[src/rtl/master_pkg.sv]
// Shared bus package: FSM state encoding and default bus widths
// used by the master and the slave memory.
package master_pkg;

  localparam int ADDR_W = 16;
  localparam int DATA_W = 32;
  localparam int LEN_W  = 4;

  typedef enum logic [1:0] {
    IDLE,
    WRITE,
    READ,
    DONE
  } state_t;

endpackage

[src/rtl/rd_skid_reg.sv]
// Read-data output register: loads a new beat, holds it under
// backpressure, drops valid once the beat is consumed.
module rd_skid_reg #(
  parameter int DATA_WIDTH = 32
) (
  input  logic                  clk,
  input  logic                  rstn,
  input  logic                  load,
  input  logic                  ready,
  input  logic                  last_in,
  input  logic [DATA_WIDTH-1:0] din,
  output logic                  valid,
  output logic                  last,
  output logic [DATA_WIDTH-1:0] data
);

  always_ff @(posedge clk) begin
    if (!rstn) begin
      valid <= 1'b0;
      last  <= 1'b0;
      data  <= '0;
    end else if (load) begin
      valid <= 1'b1;
      last  <= last_in;
      data  <= din;
    end else if (ready) begin
      valid <= 1'b0;
      last  <= 1'b0;
    end
  end

endmodule

[src/rtl/master.sv]
// Burst bus master: accepts a command, streams write data to the
// slave memory or streams read data back with one-beat latency.
module master
  import master_pkg::*;
#(
  parameter int ADDR_WIDTH = ADDR_W,
  parameter int DATA_WIDTH = DATA_W,
  parameter int LEN_WIDTH  = LEN_W
) (
  input  logic                  clk,
  input  logic                  rstn,
  input  logic                  req_valid,
  output logic                  req_ready,
  input  logic                  req_write,
  input  logic [ADDR_WIDTH-1:0] req_addr,
  input  logic [LEN_WIDTH-1:0]  req_len,
  input  logic                  wd_valid,
  output logic                  wd_ready,
  input  logic [DATA_WIDTH-1:0] wd_data,
  output logic                  rd_valid,
  input  logic                  rd_ready,
  output logic [DATA_WIDTH-1:0] rd_data,
  output logic                  rd_last,
  output logic                  done,
  output logic                  wen,
  output logic                  ren,
  output logic [ADDR_WIDTH-1:0] addr,
  output logic [DATA_WIDTH-1:0] wdata,
  input  logic [DATA_WIDTH-1:0] rdata
);

  state_t                state;
  logic [ADDR_WIDTH-1:0] base;
  logic [LEN_WIDTH-1:0]  len;
  logic [LEN_WIDTH:0]    cnt;
  logic                  last_cnt;
  logic                  wd_hs;
  logic                  rd_fire;
  logic                  rd_end;
  logic                  in_xfer;

  // cnt is the beat index in WRITE and the issued count in READ
  assign last_cnt = (cnt == {1'b0, len});
  assign in_xfer  = (state == WRITE) || (state == READ);
  assign wd_hs    = (state == WRITE) && wd_valid;
  assign rd_fire  = (state == READ) && (cnt <= {1'b0, len})
                 && (!rd_valid || rd_ready);
  assign rd_end   = rd_valid && rd_ready && rd_last;

  assign req_ready = (state == IDLE);
  assign wd_ready  = (state == WRITE);
  // gate strobes with rstn so a reset cycle never touches memory
  assign wen   = rstn && wd_hs;
  assign ren   = rstn && rd_fire;
  assign addr  = in_xfer ? base + ADDR_WIDTH'(cnt) : '0;
  assign wdata = (state == WRITE) ? wd_data : '0;

  always_ff @(posedge clk) begin
    if (!rstn) begin
      state <= IDLE;
      base  <= '0;
      len   <= '0;
      cnt   <= '0;
      done  <= 1'b0;
    end else begin
      done <= 1'b0;
      unique case (state)
        IDLE: begin
          if (req_valid) begin
            base  <= req_addr;
            len   <= req_len;
            cnt   <= '0;
            state <= req_write ? WRITE : READ;
          end
        end
        WRITE: begin
          if (wd_valid) begin
            cnt <= cnt + 1'b1;
            if (last_cnt) begin
              state <= DONE;
              done  <= 1'b1;
            end
          end
        end
        READ: begin
          if (rd_fire) cnt <= cnt + 1'b1;
          if (rd_end) begin
            state <= DONE;
            done  <= 1'b1;
          end
        end
        DONE: state <= IDLE;
        default: state <= IDLE;
      endcase
    end
  end

  rd_skid_reg #(
    .DATA_WIDTH(DATA_WIDTH)
  ) u_rd_skid (
    .clk    (clk),
    .rstn   (rstn),
    .load   (rd_fire),
    .ready  (rd_ready),
    .last_in(last_cnt),
    .din    (rdata),
    .valid  (rd_valid),
    .last   (rd_last),
    .data   (rd_data)
  );

endmodule

[config.mk]
export PLATFORM = sky130hd
export DESIGN_NAME = master
export DESIGN_NICKNAME = d
export VERILOG_FILES = /design/src/rtl/master_pkg.sv /design/src/rtl/rd_skid_reg.sv /design/src/rtl/master.sv
export SDC_FILE = /design/constraint.sdc
export NUM_CORES = 1
export LEC_CHECK = 0
export CAP_MARGIN = 0
export CORE_MARGIN = 3
export CORE_UTILIZATION = 43
export DETAILED_ROUTE_END_ITERATION = 10
export PLACE_DENSITY_LB_ADDON = 0.2
export SYNTH_ARGS = -nofsm -noshare
export SYNTH_HDL_FRONTEND = slang
export SYNTH_HIERARCHICAL = 1
export SYNTH_SLANG_ARGS = --single-unit
[constraint.sdc]
create_clock -name clk -period 7.15 [get_ports clk]
set_input_delay 1.43 -clock clk [delete_from_list [all_inputs] [get_ports clk]]
set_output_delay 1.43 -clock clk [all_outputs]
set_load 0.01 [all_outputs]
Word-level counts from Yosys, hierarchy flattened --
Cells that the tools add are included.
Word-level totals: flip-flop bits (word level) 62, bits of input ports 90, output and inout bits 87, logic and storage cells 55
Operators by class: add/subtract/negate cells 2, $lt $le $gt $ge 1, eq/ne operators 9, mux-type cells 19, reductions and logical operators 16
Operators by type and width (number):
- $mux W32 | 1
- $add A16 B5 Y16 | 1
- $mux W16 | 1
- $mux W5 | 3
- $pmux W5 S3 | 1
- $mux W2 | 5
- $ne A2 B2 Y1 const B | 4
- $pmux W2 S4 | 1
- $reduce_and A4 Y1 | 2
- $logic_and A1 B1 Y1 | 7
- $mux W1 | 6
- $add A5 B1 Y5 const B | 1
- $eq A5 B4 Y1 | 1
- $le A5 B4 Y1 | 1
- $eq A2 B2 Y1 const B | 2
- $reduce_bool A3 Y1 | 1
- $eq A2 B1 Y1 const B | 1
- $logic_not A2 Y1 | 1
- $logic_or A1 B1 Y1 | 2
- $ne A2 B1 Y1 const B | 1
- $pmux W1 S2 | 1
- $reduce_and A2 Y1 | 1
- $reduce_bool A2 Y1 | 1
- $logic_not A1 Y1 | 1

Depth between registers and ports, before layout --
Gate-level depths: netlist of run 1.
depth after elaboration 5, mapped depth 9, gate-level depth less buffers 8

Cells and area by module --
Netlist of run 1, hierarchy kept.
By module, submodules not included:
- master | times used 1, cells each 281, area an instance 2014.4 um^2, seq. area each 560.5 um^2
- rd_skid_reg | times used 1, cells each 109, area an instance 1316.3 um^2, seq. area each 680.7 um^2

Worst setup path before layout of run 1 --
OpenSTA, ideal clock, no wires.
kind in2out, start in rd_ready, end out ren, arrival time 1.971 ns, slack 3.749 ns, stages on the path 3, cell sequence o21ai_0 a21oi_1 and2_1
On the way: word-level cells in the longest chain between the ends 3
RTL lines:
- start, declared | RTL line master.sv:21 | input logic rd_ready,
- $logic_or A1 B1 Y1 | RTL line master.sv:47 | && (!rd_valid || rd_ready);
- $logic_and A1 B1 Y1 | RTL line master.sv:47
- named net rd_fire | RTL line master.sv:38 | logic rd_fire;
- $logic_and A1 B1 Y1 | RTL line master.sv:54 | assign ren = rstn && rd_fire;
- end, declared | RTL line master.sv:26 | output logic ren,
The timed path passes the listed nets, and every way through them passes these cells.

Worst setup path after layout of run 1 --
start in rstn, end out wen
On the way: word-level cells in the longest chain between the ends 1
RTL lines:
- start, declared | RTL line master.sv:11 | input logic rstn,
- $logic_and A1 B1 Y1 | RTL line master.sv:53 | assign wen = rstn && wd_hs;
- end, declared | RTL line master.sv:25 | output logic wen,
No other way between the ends.

==> metrics, run 1 <==
Post-Synth Simple-Gate Area 0.2607; mux contribution to synthesized area 0.1142; Pint 980.2 uW; combinational share of power 0.508; adder-cell area share of the yosys netlist 0.05485; Post-synth top cells 62 x dfxtp_1, 55 x nand2_1, 38 x mux2i_1, 36 x a21oi_1; DR vias 3274; CP required 5.72 ns; first-pass GRT wire length 14550 um; Root Driver clkbuf_8; length in cells of the worst reg-to-reg path 7; Switch Pwr 583.2 uW; clock latency on the worst-skew pair 0.33 ns; Clock Skews 0.01069 ns; Setup crit end kind output port; Post-CTS Resized 0; Worst slew margin 0.4297; Flop pwr share 0.291; Worst VDD drop 0.0001741 V; proportion of synthesized flip-flops having asynchronous set or reset 0; post-synthesis sequential area ratio 0.3727; GR Overflow Total 0; Compound-Gate Fraction of Synth Area 0.1262; # nets final 662; Fmax achieved 214.9 MHz; final hold violations 0; n_diodes 0; GRT Overall Usage 0.2096; Final min period 4.653 ns; max-cap violation count 0; initial antenna violation count 0; routed len/inst 14.38 um; Detail Placement HPWL 7381 um; maximum number of pins on one net before global-route repair 42; final setup violating endpoints 0; via-per-instance ratio 4.946; post-synth net total 494; FP Rows 31; layout cells sized above 1 0.04440; # IOs 177; Total Power 1563 uW; CTS clk-pin slew, worst paths 0.06 ns; Area growth syn-to-layout 59.09%; CTS Buf Count 9; top-area cell type share of the netlist area 0.3727; distinct cell type count after synthesis 42; CORE AREA 7370 um^2; fin crit share 0.6508; drt first-iter violations 124; YS warnings 6; CTS tree done; worst-margin pin slew 0.8555 ns; WP data arrival 3.22 ns; largest family of logic cells by synthesized area simple AND/OR/NAND/NOR gates; top cell type by total area after synthesis dfxtp_1; DRT antenna net count 0; Synth Area per Inst 8.540 um^2; Clock Sink Count 62; Post-synth EDFFs 0; Die Ht 94.01 um; top cells by area, synth dfxtp_1 37%, mux2i_1 11%, and2_1 6.6%; Leak 0.001876 uW; Power Dens Cells 295.0 nW/um^2; Hold WC Path Type flop to flop; post-synthesis xor/xnor area fraction 0.002630; clock share of power 0.201; WL final 9517 um; CP startpoint kind input pin; vias in the first global route 3211; worst hold path depth 2; #FFs+latches synth 62; gpl congestion 0.8143; main flop type after synthesis dfxtp_1; full die area 8838 um^2; 1st-pass router iterations 4; Die W 94.01 um; top-count cell post-synth dfxtp_1; Sw Ratio 0.3730; Syn Inst Count 390; setup TNS 0 ns; CTS Buffer Depth 2; number of remaining DRC errors 0; unrepaired setup endpoints after global routing no; # hold bufs at CTS 0; input/output buffers 176; Final Max Tran Viols 0; Setup Buffers After CTS 0; Initial Util 0.4520; Synth Cell Area 3331 um^2; status complete, no violations; Crit Path Category input pin to output port; H-tree levels 3; CP Max Fanout 41
layer usage:
layer	up-vias	global-route usage	wire length, um
met1	1487	0.2205	3619
met5	-	0	0
met4	0	0.07942	154
li1	1650	-	-
met3	13	0.06170	704
met2	124	0.3891	5038
final timing paths:
check	start	end	slack [ns]
setup reg to reg	cnt[2]	cnt[2]	4.64
hold / removal	base[4]	base[4]	0.46
setup / recovery	rstn	wen	2.50
hold reg to reg	base[4]	base[4]	0.46
layout make-up:
cell class                 instances  area, um^2
clock inverter                     6       68.82
tap                               99       123.9
clock buffer                      10       137.6
multi-input combinational        286        1872
sequential                        62        1241
fill                             575        2071
timing repair buffer             178        1777
inverter                          21       78.83
state kept, by name (all words and copies together) (netlist names):
register         flops
cnt                  5
done                 1
u_rd_skid/valid      1
len                  4
u_rd_skid/last       1
state                2
base                16
u_rd_skid/data      32
stage by stage:
step                setup slack [ns]  area (um^2)  hold slack, ns  std cells    util
CTS                            2.494         5299          0.4650        662  0.7190
global placement               2.531         5092          0.4488        646  0.6910
detailed placement             2.493         5092          0.4547        646  0.6910
finish                         2.497         5299          0.4632        662  0.7190
floorplan                      3.749         3331          0.4338        390       -
global route                   2.348         5299          0.4832        662  0.7190
cell families after synthesis:
kind of cell,count (synthesis)
xor+xnor,1
simple gates,163
fa+ha+maj,14
mux,38
buf+inv,42
compound gates,70
flops,62
placed cells by master, fill, tap and decap left out, types with 2 or more instances in the layout:
cell               n
clkdlybuf4s50_1  176
dfxtp_1           62
nand2_1           55
mux2i_1           38
and2_1            35
nor2b_1           35
a21oi_1           35
inv_1             20
o21ai_0           13
ha_1              13
clkbuf_8          10
nor2_1             7
nor3_1             6
nand3_1            6
nand2b_1           4
or3_1              4
clkinvlp_4         4
a32o_1             3
o21a_1             2
nand4_1            2
a211oi_1           2
or4_1              2
nor3b_1            2
a21o_1             2
o221ai_1           2
o22ai_1            2
a211o_2            2
buf_4              2
power groups by stage:
stage                     sequential, uW  combinational, uW  clock, uW
after floorplan                      472                484          0
after global placement               460                776          0
after detailed placement             463                795          0
after CTS                            456                799        321
after global routing                 464                866        337
final                                456                794        314
worst max-delay path, cell delays in order:
cell,delay (ns)
clkdlybuf4s50_1,0.45
buf_4,0.32
inv_2,0.29
nor2_1,0.17
clkdlybuf4s50_1,0.55
Note: power is estimated with default switching activity, not from simulation.
==> inputs of run 2 (changes only) <==
--- a/config.mk
+++ b/config.mk
@@ -7,7 +7,7 @@
 export LEC_CHECK = 0
 export CAP_MARGIN = 0
 export CORE_MARGIN = 3
-export CORE_UTILIZATION = 43
+export CORE_UTILIZATION = 40
 export DETAILED_ROUTE_END_ITERATION = 10
 export PLACE_DENSITY_LB_ADDON = 0.2
 export SYNTH_ARGS = -nofsm -noshare
==> constraint.sdc (replaced) <==
create_clock -name clk -period 4.4 [get_ports clk]
set_input_delay 0.88 -clock clk [delete_from_list [all_inputs] [get_ports clk]]
set_output_delay 0.88 -clock clk [all_outputs]
set_load 0.01 [all_outputs]
==> run 2 against run 1 <==
Cell count is 0.60% higher. First-iteration DRC count is 8.1% lower. Die area is 7.0% higher. Setup slack worse by 2.0 ns. Final area is 0.73% higher. Combinational power is 62% higher. Count of clock-buffer cells in the layout is 3 higher. Register-to-register slack worse by 2.8 ns. Power is 67% higher. Non-clock buffer count is 1 higher. Sequential share of layout area is 0.17 points lower. Sequential power is 62% higher. Largest cell class unchanged.
==> metrics, run 2 (same netlist as run 1, synthesis figures left out) <==
DP Worst Slack 0.8526 ns; Die W 97.25 um; maximum number of pins on one net before global-route repair 38; Die Ht 97.25 um; worst-path cell chain ha_1 -> inv_1 -> fa_1 -> nor2b_1 -> o21a_1 -> o21ai_0 -> a21boi_0 -> mux2i_1 -> clkdlybuf4s50_1; Leak 0.001910 uW; Largest regs u_rd_skid/data: 32 flops, base: 16 flops, cnt: 5 flops; first-pass GRT wire length 15810 um; # hold bufs at CTS 0; Power Dens Cells 487.9 nW/um^2; max reg flops 32; CTS tree done; post-layout util 0.6767; Initial Util 0.4223; Crit path buffers/inverters 2; max-cap violation count 0; CTS clk-pin slew, worst paths 0.06 ns; Root Driver clkbuf_8; # nets final 663; Worst VDD drop 0.0002119 V; WL final 9579 um; layout cells sized above 1 0.04433; most common cell after layout, fill and taps aside clkdlybuf4s50_1; Setup crit end kind output port; CORE AREA 7888 um^2; CP Max Fanout 6; number of remaining DRC errors 0; CP startpoint kind flop; full die area 9458 um^2; 1st-pass router iterations 4; WP data arrival 3.01 ns; worst-margin pin slew 0.8206 ns; drt first-iter violations 114; GRT Overall Usage 0.2019; Final Max Tran Viols 0; gpl congestion 0.8953; clock share of power 0.220; DRT antenna net count 0; final hold violations 0; unrepaired setup endpoints after global routing no; Final min period 3.895 ns; setup ws final 0.5054 ns; routed len/inst 14.38 um; Top delay family on crit path compound AO/OA/AOI/OAI gates; fin crit share 0.8851; slowest stage delay, CP 0.55 ns; vias in the first global route 3378; n_diodes 0; commonest non-fill, non-tap cells in the layout 176 x clkdlybuf4s50_1, 62 x dfxtp_1, 55 x nand2_1, 38 x mux2i_1; Area growth syn-to-layout 60.26%; Slowest cell on crit path clkdlybuf4s50_1; final setup violating endpoints 0; Clock Sink Count 62; Setup Buffers After CTS 0; Post-CTS Resized 0; Hold WC Path Type flop to flop; initial antenna violation count 0; Crit Path Category flop to output port; fillers 643; clock latency on the worst-skew pair 0.33 ns; GR Overflow Total 0; input/output buffers 176; Sw Ratio 0.3548; setup TNS 0 ns; via-per-instance ratio 5.017; status complete, no violations; Clock Skews 0.004291 ns; Pint 1680 uW; H-tree levels 3; DR vias 3341; combinational share of power 0.495; Largest Register u_rd_skid/data; Worst slew margin 0.4529; Detail Placement HPWL 7548 um; # IOs 177; CTS Buf Count 9; Fmax achieved 256.8 MHz; Switch Pwr 923.9 uW; CTS Buffer Depth 2; Flop pwr share 0.285; CP required 3.52 ns; FP Rows 32
## run 2: stage by stage
| step | power (uW) | cells | area [um^2] | hold slack (ns) |
|---|---|---|---|---|
| finish | 2604 | 666 | 5338 | 0.4625 |
| global route | 2794 | 666 | 5338 | 0.4889 |
| floorplan | 1552 | 390 | 3331 | 0.4338 |
| detailed placement | 2048 | 650 | 5104 | 0.4551 |
| global placement | 2018 | 650 | 5104 | 0.4461 |
| CTS | 2631 | 666 | 5338 | 0.4640 |
## run 2: worst paths after layout
check	from	to	slack, ns	depth (start not counted)
setup reg to reg	cnt[2]	cnt[2]	1.89	7
setup / recovery	cnt[0]	addr[6]	0.51	9
hold reg to reg	len[3]	len[3]	0.46	2
hold / removal	len[3]	len[3]	0.46	2
## run 2: cell type report
cell class	count	area, um^2	share of cell area
well taps	102	127.6	0.02391
multi-input cells	286	1872	0.3507
repair buffers	179	1784	0.3343
clock inverters	3	65.06	0.01219
inverters	21	78.83	0.01477
flip-flops and latches	62	1241	0.2325
clock buffers	13	168.9	0.03165
## run 2: routing by layer
layer	share of wire	global-route usage
met4	0.0069	0.05857
met5	0	0
met1	0.39	0.2209
met3	0.081	0.06461
met2	0.52	0.3715
## run 2: tightest hold or removal path, delay by kind of cell (launching register included)
kind            cells  cell delay [ns]
flops               1             0.31
compound gates      1             0.05
simple gates        1             0.05
## run 2: power by group through the flow
| stage | Sequential, uW | Combinational, uW | Clock (uW) |
|---|---|---|---|
| final | 741 | 1290 | 574 |
| after global routing | 757 | 1420 | 614 |
| after CTS | 741 | 1300 | 585 |
| after detailed placement | 753 | 1300 | 0 |
| after global placement | 746 | 1270 | 0 |
| after floorplan | 766 | 786 | 0 |
